==> src/rtl/pe_pkg.sv <==
// Shared definitions for the pe_mac_seq processing element: FSM state encoding
// and default datapath widths.
package pe_pkg;

  localparam int PE_PIXEL_WIDTH = 16;
  localparam int PE_PSUM_WIDTH  = 32;
  localparam int PE_LEN_WIDTH   = 4;

  typedef enum logic [2:0] {
    ST_IDLE  = 3'd0,
    ST_SEED  = 3'd1,
    ST_MAC   = 3'd2,
    ST_FLUSH = 3'd3,
    ST_DRAIN = 3'd4
  } pe_state_e;

endpackage

==> src/rtl/pe_mac_seq_if.sv <==
// Job, operand, multiplier and result signals of pe_mac_seq.
// sat_flag exists only when PE_MAC_SAT_EN is defined.
interface pe_mac_seq_if
  import pe_pkg::*;
#(
  parameter int PIXEL_WIDTH = PE_PIXEL_WIDTH,
  parameter int PSUM_WIDTH  = PE_PSUM_WIDTH,
  parameter int LEN_WIDTH   = PE_LEN_WIDTH
) ();

  logic                           start;
  logic [LEN_WIDTH-1:0]           cfg_len;
  logic                           psum_in_valid;
  logic                           psum_in_ready;
  logic signed [PSUM_WIDTH-1:0]   psum_in;
  logic                           op_valid;
  logic                           op_ready;
  logic signed [PIXEL_WIDTH-1:0]  op_ifmap;
  logic signed [PIXEL_WIDTH-1:0]  op_weight;
  logic                           mul_en;
  logic signed [PIXEL_WIDTH-1:0]  mul_a;
  logic signed [PIXEL_WIDTH-1:0]  mul_b;
  logic signed [2*PIXEL_WIDTH-1:0] mul_product;
  logic                           psum_out_valid;
  logic                           psum_out_ready;
  logic signed [PSUM_WIDTH-1:0]   psum_out;
  logic                           busy;
`ifdef PE_MAC_SAT_EN
  logic                           sat_flag;
`endif

  modport master (
    output start, cfg_len, psum_in_valid, psum_in, op_valid, op_ifmap, op_weight,
           mul_product, psum_out_ready,
`ifdef PE_MAC_SAT_EN
    input  sat_flag,
`endif
    input  psum_in_ready, op_ready, mul_en, mul_a, mul_b, psum_out_valid, psum_out, busy
  );

  modport slave (
    input  start, cfg_len, psum_in_valid, psum_in, op_valid, op_ifmap, op_weight,
           mul_product, psum_out_ready,
`ifdef PE_MAC_SAT_EN
    output sat_flag,
`endif
    output psum_in_ready, op_ready, mul_en, mul_a, mul_b, psum_out_valid, psum_out, busy
  );

endinterface

==> src/rtl/pe_psum_acc.sv <==
// Psum accumulator: seed load plus add of the sign-extended product. Wraps by default;
// with PE_MAC_SAT_EN defined it saturates and keeps a sticky sat_flag.
module pe_psum_acc #(
  parameter int PSUM_WIDTH = 32,
  parameter int PROD_WIDTH = 32
) (
  input  logic                         clk,
  input  logic                         reset,
  input  logic                         load_en,
  input  logic signed [PSUM_WIDTH-1:0] load_val,
  input  logic                         add_en,
  input  logic signed [PROD_WIDTH-1:0] addend,
`ifdef PE_MAC_SAT_EN
  input  logic                         clear_flag,
  output logic                         sat_flag,
`endif
  output logic signed [PSUM_WIDTH-1:0] acc
);

  logic signed [PSUM_WIDTH-1:0] acc_d;
  logic signed [PSUM_WIDTH-1:0] acc_q;
  logic signed [PSUM_WIDTH-1:0] addend_ext;
  logic signed [PSUM_WIDTH-1:0] sum;

  assign addend_ext = PSUM_WIDTH'(addend);
  assign sum        = acc_q + addend_ext;

`ifdef PE_MAC_SAT_EN
  localparam logic signed [PSUM_WIDTH-1:0] ACC_MAX = {1'b0, {(PSUM_WIDTH-1){1'b1}}};
  localparam logic signed [PSUM_WIDTH-1:0] ACC_MIN = {1'b1, {(PSUM_WIDTH-1){1'b0}}};

  logic sat_d;
  logic sat_q;
  logic ovf_pos;
  logic ovf_neg;

  // Overflow only when both operands share a sign and the sum flips it.
  assign ovf_pos = !acc_q[PSUM_WIDTH-1] && !addend_ext[PSUM_WIDTH-1] && sum[PSUM_WIDTH-1];
  assign ovf_neg = acc_q[PSUM_WIDTH-1] && addend_ext[PSUM_WIDTH-1] && !sum[PSUM_WIDTH-1];

  always_comb begin
    acc_d = acc_q;
    sat_d = sat_q;
    if (clear_flag) begin
      sat_d = 1'b0;
    end else begin
      sat_d = sat_q;
    end
    if (load_en) begin
      acc_d = load_val;
    end else if (add_en) begin
      if (ovf_pos) begin
        acc_d = ACC_MAX;
        sat_d = 1'b1;
      end else if (ovf_neg) begin
        acc_d = ACC_MIN;
        sat_d = 1'b1;
      end else begin
        acc_d = sum;
      end
    end else begin
      acc_d = acc_q;
    end
  end

  always_ff @(posedge clk or posedge reset) begin
    if (reset) begin
      acc_q <= '0;
      sat_q <= 1'b0;
    end else begin
      acc_q <= acc_d;
      sat_q <= sat_d;
    end
  end

  assign sat_flag = sat_q;
`else
  always_comb begin
    acc_d = acc_q;
    if (load_en) begin
      acc_d = load_val;
    end else if (add_en) begin
      acc_d = sum;
    end else begin
      acc_d = acc_q;
    end
  end

  always_ff @(posedge clk or posedge reset) begin
    if (reset) begin
      acc_q <= '0;
    end else begin
      acc_q <= acc_d;
    end
  end
`endif

  assign acc = acc_q;

endmodule

==> src/rtl/pe_mac_seq.sv <==
// Sequential psum MAC element: seed, N MACs through an external 1-cycle multiplier,
// one flush cycle, then drain. Define PE_MAC_SAT_EN for saturating accumulation.
module pe_mac_seq
  import pe_pkg::*;
#(
  parameter int PIXEL_WIDTH = PE_PIXEL_WIDTH,
  parameter int PSUM_WIDTH  = PE_PSUM_WIDTH,
  parameter int LEN_WIDTH   = PE_LEN_WIDTH
) (
  input logic         clk,
  input logic         reset,
  pe_mac_seq_if.slave bus
);

  pe_state_e                    state_d;
  pe_state_e                    state_q;
  logic [LEN_WIDTH-1:0]         count_d;
  logic [LEN_WIDTH-1:0]         count_q;
  logic                         issue_d;
  logic                         issue_q;
  logic                         start_fire;
  logic                         seed_fire;
  logic                         op_fire;
  logic signed [PSUM_WIDTH-1:0] acc;

  assign start_fire = (state_q == ST_IDLE) && bus.start;
  assign seed_fire  = (state_q == ST_SEED) && bus.psum_in_valid;
  assign op_fire    = (state_q == ST_MAC) && bus.op_valid;

  always_comb begin
    state_d = state_q;
    count_d = count_q;
    issue_d = 1'b0;
    case (state_q)
      ST_IDLE: begin
        if (bus.start) begin
          count_d = bus.cfg_len;
          state_d = ST_SEED;
        end
      end
      ST_SEED: begin
        if (bus.psum_in_valid) begin
          state_d = (count_q == '0) ? ST_FLUSH : ST_MAC;
        end
      end
      ST_MAC: begin
        if (bus.op_valid) begin
          issue_d = 1'b1;
          count_d = count_q - LEN_WIDTH'(1);
          if (count_q == LEN_WIDTH'(1)) begin
            state_d = ST_FLUSH;
          end
        end
      end
      // The last product arrives at the edge closing this cycle.
      ST_FLUSH: state_d = ST_DRAIN;
      ST_DRAIN: begin
        if (bus.psum_out_ready) begin
          state_d = ST_IDLE;
        end
      end
      default: state_d = ST_IDLE;
    endcase
  end

  always_ff @(posedge clk or posedge reset) begin
    if (reset) begin
      state_q <= ST_IDLE;
      count_q <= '0;
      issue_q <= 1'b0;
    end else begin
      state_q <= state_d;
      count_q <= count_d;
      issue_q <= issue_d;
    end
  end

  assign bus.psum_in_ready  = (state_q == ST_SEED);
  assign bus.op_ready       = (state_q == ST_MAC);
  assign bus.mul_en         = op_fire;
  assign bus.mul_a          = op_fire ? bus.op_ifmap  : '0;
  assign bus.mul_b          = op_fire ? bus.op_weight : '0;
  assign bus.psum_out_valid = (state_q == ST_DRAIN);
  assign bus.psum_out       = acc;
  assign bus.busy           = (state_q != ST_IDLE);

  pe_psum_acc #(
    .PSUM_WIDTH (PSUM_WIDTH),
    .PROD_WIDTH (2*PIXEL_WIDTH)
  ) u_acc (
    .clk        (clk),
    .reset      (reset),
    .load_en    (seed_fire),
    .load_val   (bus.psum_in),
    .add_en     (issue_q),
    .addend     (bus.mul_product),
`ifdef PE_MAC_SAT_EN
    .clear_flag (start_fire),
    .sat_flag   (bus.sat_flag),
`endif
    .acc        (acc)
  );

endmodule

==> src/flat_wrapper.sv <==
// flat-port wrapper written by rule: the top's interface ports become plain ports
module pe_mac_seq_flat import pe_pkg::*;
#(
  parameter int PIXEL_WIDTH = PE_PIXEL_WIDTH,
  parameter int PSUM_WIDTH  = PE_PSUM_WIDTH,
  parameter int LEN_WIDTH   = PE_LEN_WIDTH
)
  (clk, reset, bus_start, bus_cfg_len, bus_psum_in_valid, bus_psum_in, bus_op_valid, bus_op_ifmap, bus_op_weight, bus_mul_product, bus_psum_out_ready, bus_psum_in_ready, bus_op_ready, bus_mul_en, bus_mul_a, bus_mul_b, bus_psum_out_valid, bus_psum_out, bus_busy);
  pe_mac_seq_if #(.PIXEL_WIDTH(PIXEL_WIDTH), .PSUM_WIDTH(PSUM_WIDTH), .LEN_WIDTH(LEN_WIDTH)) bus_i ();
  input logic clk;
  input logic reset;
  input wire logic [$bits(bus_i.start)-1:0] bus_start;
  input wire logic [$bits(bus_i.cfg_len)-1:0] bus_cfg_len;
  input wire logic [$bits(bus_i.psum_in_valid)-1:0] bus_psum_in_valid;
  input wire logic [$bits(bus_i.psum_in)-1:0] bus_psum_in;
  input wire logic [$bits(bus_i.op_valid)-1:0] bus_op_valid;
  input wire logic [$bits(bus_i.op_ifmap)-1:0] bus_op_ifmap;
  input wire logic [$bits(bus_i.op_weight)-1:0] bus_op_weight;
  input wire logic [$bits(bus_i.mul_product)-1:0] bus_mul_product;
  input wire logic [$bits(bus_i.psum_out_ready)-1:0] bus_psum_out_ready;
  output wire logic [$bits(bus_i.psum_in_ready)-1:0] bus_psum_in_ready;
  output wire logic [$bits(bus_i.op_ready)-1:0] bus_op_ready;
  output wire logic [$bits(bus_i.mul_en)-1:0] bus_mul_en;
  output wire logic [$bits(bus_i.mul_a)-1:0] bus_mul_a;
  output wire logic [$bits(bus_i.mul_b)-1:0] bus_mul_b;
  output wire logic [$bits(bus_i.psum_out_valid)-1:0] bus_psum_out_valid;
  output wire logic [$bits(bus_i.psum_out)-1:0] bus_psum_out;
  output wire logic [$bits(bus_i.busy)-1:0] bus_busy;
  assign bus_i.start = bus_start;
  assign bus_i.cfg_len = bus_cfg_len;
  assign bus_i.psum_in_valid = bus_psum_in_valid;
  assign bus_i.psum_in = bus_psum_in;
  assign bus_i.op_valid = bus_op_valid;
  assign bus_i.op_ifmap = bus_op_ifmap;
  assign bus_i.op_weight = bus_op_weight;
  assign bus_i.mul_product = bus_mul_product;
  assign bus_i.psum_out_ready = bus_psum_out_ready;
  assign bus_psum_in_ready = bus_i.psum_in_ready;
  assign bus_op_ready = bus_i.op_ready;
  assign bus_mul_en = bus_i.mul_en;
  assign bus_mul_a = bus_i.mul_a;
  assign bus_mul_b = bus_i.mul_b;
  assign bus_psum_out_valid = bus_i.psum_out_valid;
  assign bus_psum_out = bus_i.psum_out;
  assign bus_busy = bus_i.busy;
  pe_mac_seq #(.PIXEL_WIDTH(PIXEL_WIDTH), .PSUM_WIDTH(PSUM_WIDTH), .LEN_WIDTH(LEN_WIDTH)) u_core (.clk(clk), .reset(reset), .bus(bus_i));
endmodule
==> config.mk <==
export PLATFORM = sky130hd
export DESIGN_NAME = pe_mac_seq_flat
export DESIGN_NICKNAME = d
export VERILOG_FILES = /design/src/rtl/pe_pkg.sv /design/src/rtl/pe_mac_seq_if.sv /design/src/rtl/pe_psum_acc.sv /design/src/rtl/pe_mac_seq.sv /design/src/flat_wrapper.sv
export SDC_FILE = /design/constraint.sdc
export NUM_CORES = 1
export LEC_CHECK = 0
export BUFFER_PORTS_ARGS = -buffer_cell sky130_fd_sc_hd__buf_2
export CORE_ASPECT_RATIO = 1.25
export CORE_MARGIN = 5
export CORE_UTILIZATION = 40
export CTS_BUF_LIST = sky130_fd_sc_hd__clkbuf_4
export CTS_CLUSTER_SIZE = 28
export DETAILED_ROUTE_END_ITERATION = 12
export PLACE_DENSITY = 0.7
export RECOVER_POWER = 100
export SLEW_MARGIN = 20
export SYNTH_ARGS = -nofsm -noshare
export SYNTH_HDL_FRONTEND = slang
export SYNTH_SLANG_ARGS = --single-unit
export TNS_END_PERCENT = 100
==> constraint.sdc <==
create_clock -name clk -period 4 [get_ports clk]
set_input_delay 0.2 -clock clk [delete_from_list [all_inputs] [get_ports clk]]
set_output_delay 0.2 -clock clk [all_outputs]
set_load 0.02 [all_outputs]
==> key figures <==
Status
  – Status: finished, violations left
  – Failing checks: capacitance limit, slew limit

Critical path
  – Startpoint types: flop
  – Worst-path maximum fanout: 4
  – WS Path Type: reg -> reg
  – Critical path endpoint category: flop
  – Required @ worst endpoint: 4250 ps
  – Worst endpoint data arrival time: 3390 ps

Global routing
  – First-pass GRT wire length: 19.2 mm
  – Overflow after GRT: 0
  – Total GRT Usage: 19.6%
  – Pin count of the biggest net entering global routing: 41
  – Initial antenna violation count: 1
  – Number of global-route vias before repair: 4169

STA
  – RSZ-0062 raised after global routing: no
  – Count of final setup violators: 0
  – Setup tns final: 0 ps
  – Final hold viol count: 0
  – Relative slew slack: -54.6%
  – Crit share post-route: 78.3%
  – Tmin final: 3130 ps
  – PnR worst setup slack: 867 ps
  – Final-report max-slew violation count: 41
  – Slew of the pin with the lowest slew margin: 2320 ps
  – Clk_skew: 12.2 ps
  – Max Freq: 319 MHz

Clock tree
  – Sinks on Clock Net: 40
  – CTS Buf Count: 5
  – Htree depth: 2
  – Clock latency at the later pin of the worst-skew pair: 360 ps
  – Clk buf depth: 2
  – Post-CTS resize count: 0
  – TritonCTS clock tree: done
  – Root buffer cell: clkbuf_4
  – Clk pin slew, worst setup/hold paths: 120 ps
  – Postcts setup bufs: 0

Synthesis
  – Synthesized Nets: 612
  – Synth area leader: dfrtp_1
  – Synth top area share: 25.8%
  – Synth Instances: 471
  – Top FF cell, synth: dfrtp_1
  – Syn_area_per_cell: 8.24 um2
  – Synth warn: 0
  – Post-Syn Area: 3880 um2
  – Register area share after synthesis: 25.8%
  – FF+latch count, synth: 40
  – Asr flop ratio synth: 100%
  – Cell variety after synth: 64
  – Most area-consuming cells after synthesis: dfrtp_1 26%, ha_1 11%, mux2i_1 6.7%
  – Number of synthesized flops with an enable pin: 0

Finish
  – Non-Filler Instances: 753
  – Syn-to-layout area delta: 21.2%
  – Most frequent cells in the layout: 105 x buf_2, 70 x clkbuf_1, 55 x nand2_1
  – Fin area: 4700 um2
  – Share of cells above drive strength 1: 20.4%
  – Commonest non-fill, non-tap cell in the layout: buf_2
  – Net count, final: 768

Drt
  – DRC viols: 0
  – Final ANT Viol Nets: 0
  – Drt first pass iters: 4
  – Final wirelength: 11.6 mm
  – Vias/cell: 5.34
  – First DRT Iteration DRCs: 136
  – WL/cell: 15.4 um
  – Vias: 4018

Power
  – VDD IR max: 0.252 mV
  – Leakage: 2.26 nW
  – Final Power: 3.51 mW
  – Cell Pwr Density: 746 nW/um2

Floorplan
  – Die Ht: 120 um
  – Core Rows: 40
  – Die ar.: 11800 um2
  – Ports: 175
  – Starting Density: 40.6%
  – Core area: 9560 um2
  – Die Width: 98.1 um

Placement
  – Setup slack at placement: 1190 ps
  – Instance area at placement: 4770 um2
  – DP HPWL: 9.44 mm
  – Port bufs: 174
  – Placed instance count: 745
  – GP Congestion: 0.935

Worst hold path
  – Type of the tightest min-delay check: in -> reg

Flow run
  – Max-Cap Viols: 1
critical path, stage by stage (launching register included):
cell	delay, ps
dfrtp_1	420
ha_1	230
fa_1	410
a21oi_1	220
o221a_2	280
o211a_1	200
nand3_1	80
a31oi_1	310
o21ai_0	270
a41oi_2	240
xor2_1	80
a311oi_1	280
state kept, by name, indices dropped and copies added (netlist names):
name	flops
u_core.u_acc.acc	32
u_core.issue_q	1
u_core.state_q	3
u_core.count_q	4
synth_stat cells, drive strengths merged, types with 2 or more instances:
cell type	count
buf	8
xnor2	21
nor2	26
mux2i	26
xor2	7
and2	3
o21ai	40
a221o	2
or2	3
nand2	56
ha	34
or3	2
inv	10
a31oi	3
nor3	7
a41oi	2
o21a	2
and4	2
a311oi	2
a21oi	48
and3	37
o211ai	4
nand4	5
a21boi	2
nand3	11
a211oi	3
dfrtp	40
nor3b	6
clkbuf	20
o21bai	3
a21o	19
nand3b	3
metrics by stage:
step / hold slack, ps / util, %
6_report: 30.1 / 49.2
2_1_floorplan: 317 / -
4_1_cts: 11.2 / 50.5
5_1_grt: 11.2 / 49.2
3_3_place_gp: 369 / 49.9
3_5_place_dp: 373 / 49.9
path summary, 6_finish.rpt:
kind,startpoint,endpoint,slack (ps),depth (start not counted)
max in group asynchronous,reset,u_core.issue_q,1320,4
worst min-delay path,bus_psum_in[0],u_core.u_acc.acc[0],30,3
worst max register to register,u_core.u_acc.acc[0],u_core.u_acc.acc[30],870,11
worst max-delay path,u_core.u_acc.acc[0],u_core.u_acc.acc[30],870,11
worst min register to register,u_core.count_q[3],u_core.count_q[3],590,2
min in group asynchronous,reset,u_core.u_acc.acc[5],1200,4
logic make-up (layout without fill, tap and decap cells):
group                    after synthesis  count (layout)  synth area share [%]
AO/OA/AOI/OAI                        135             135                  22.3
XOR/XNOR                              28              28                  6.32
adder cells (fa/ha/maj)               35              35                  11.5
buffers and inverters                 38             193                  4.97
flip-flops                            40              40                  25.8
multiplexers                          26              26                  6.71
other                                  0               1                     0
AND/OR/NAND/NOR                      169             169                  22.4
metal layers:
metal,up-vias,global-route usage (%),wire [um]
met1,1848,21.5,4580
met5,-,0,0
met3,11,3.84,772
met2,150,37.6,6120
met4,0,5.89,155
li1,2009,-,-
cell type report:
| class | instances | area [um2] |
|---|---|---|
| timing repair buffer | 177 | 806 |
| antenna | 1 | 2.50 |
| inverter | 10 | 37.5 |
| sequential | 40 | 1000 |
| fill | 992 | 4860 |
| multi-input combinational | 393 | 2650 |
| clock buffer | 6 | 45.0 |
| tap | 126 | 158 |
power breakdown:
group,internal [mW],total (mW),switching [mW]
registers,0.602,0.817,0.215
clock network,0.0695,0.206,0.137
logic,0.997,2.48,1.49
repair_timing:
action                                  4_1_cts  5_1_grt
hold endpoints to repair                     40        0
endpoints found under the setup margin        0        0
hold buffers                                  1        0
(Power assumes the default switching activity.)
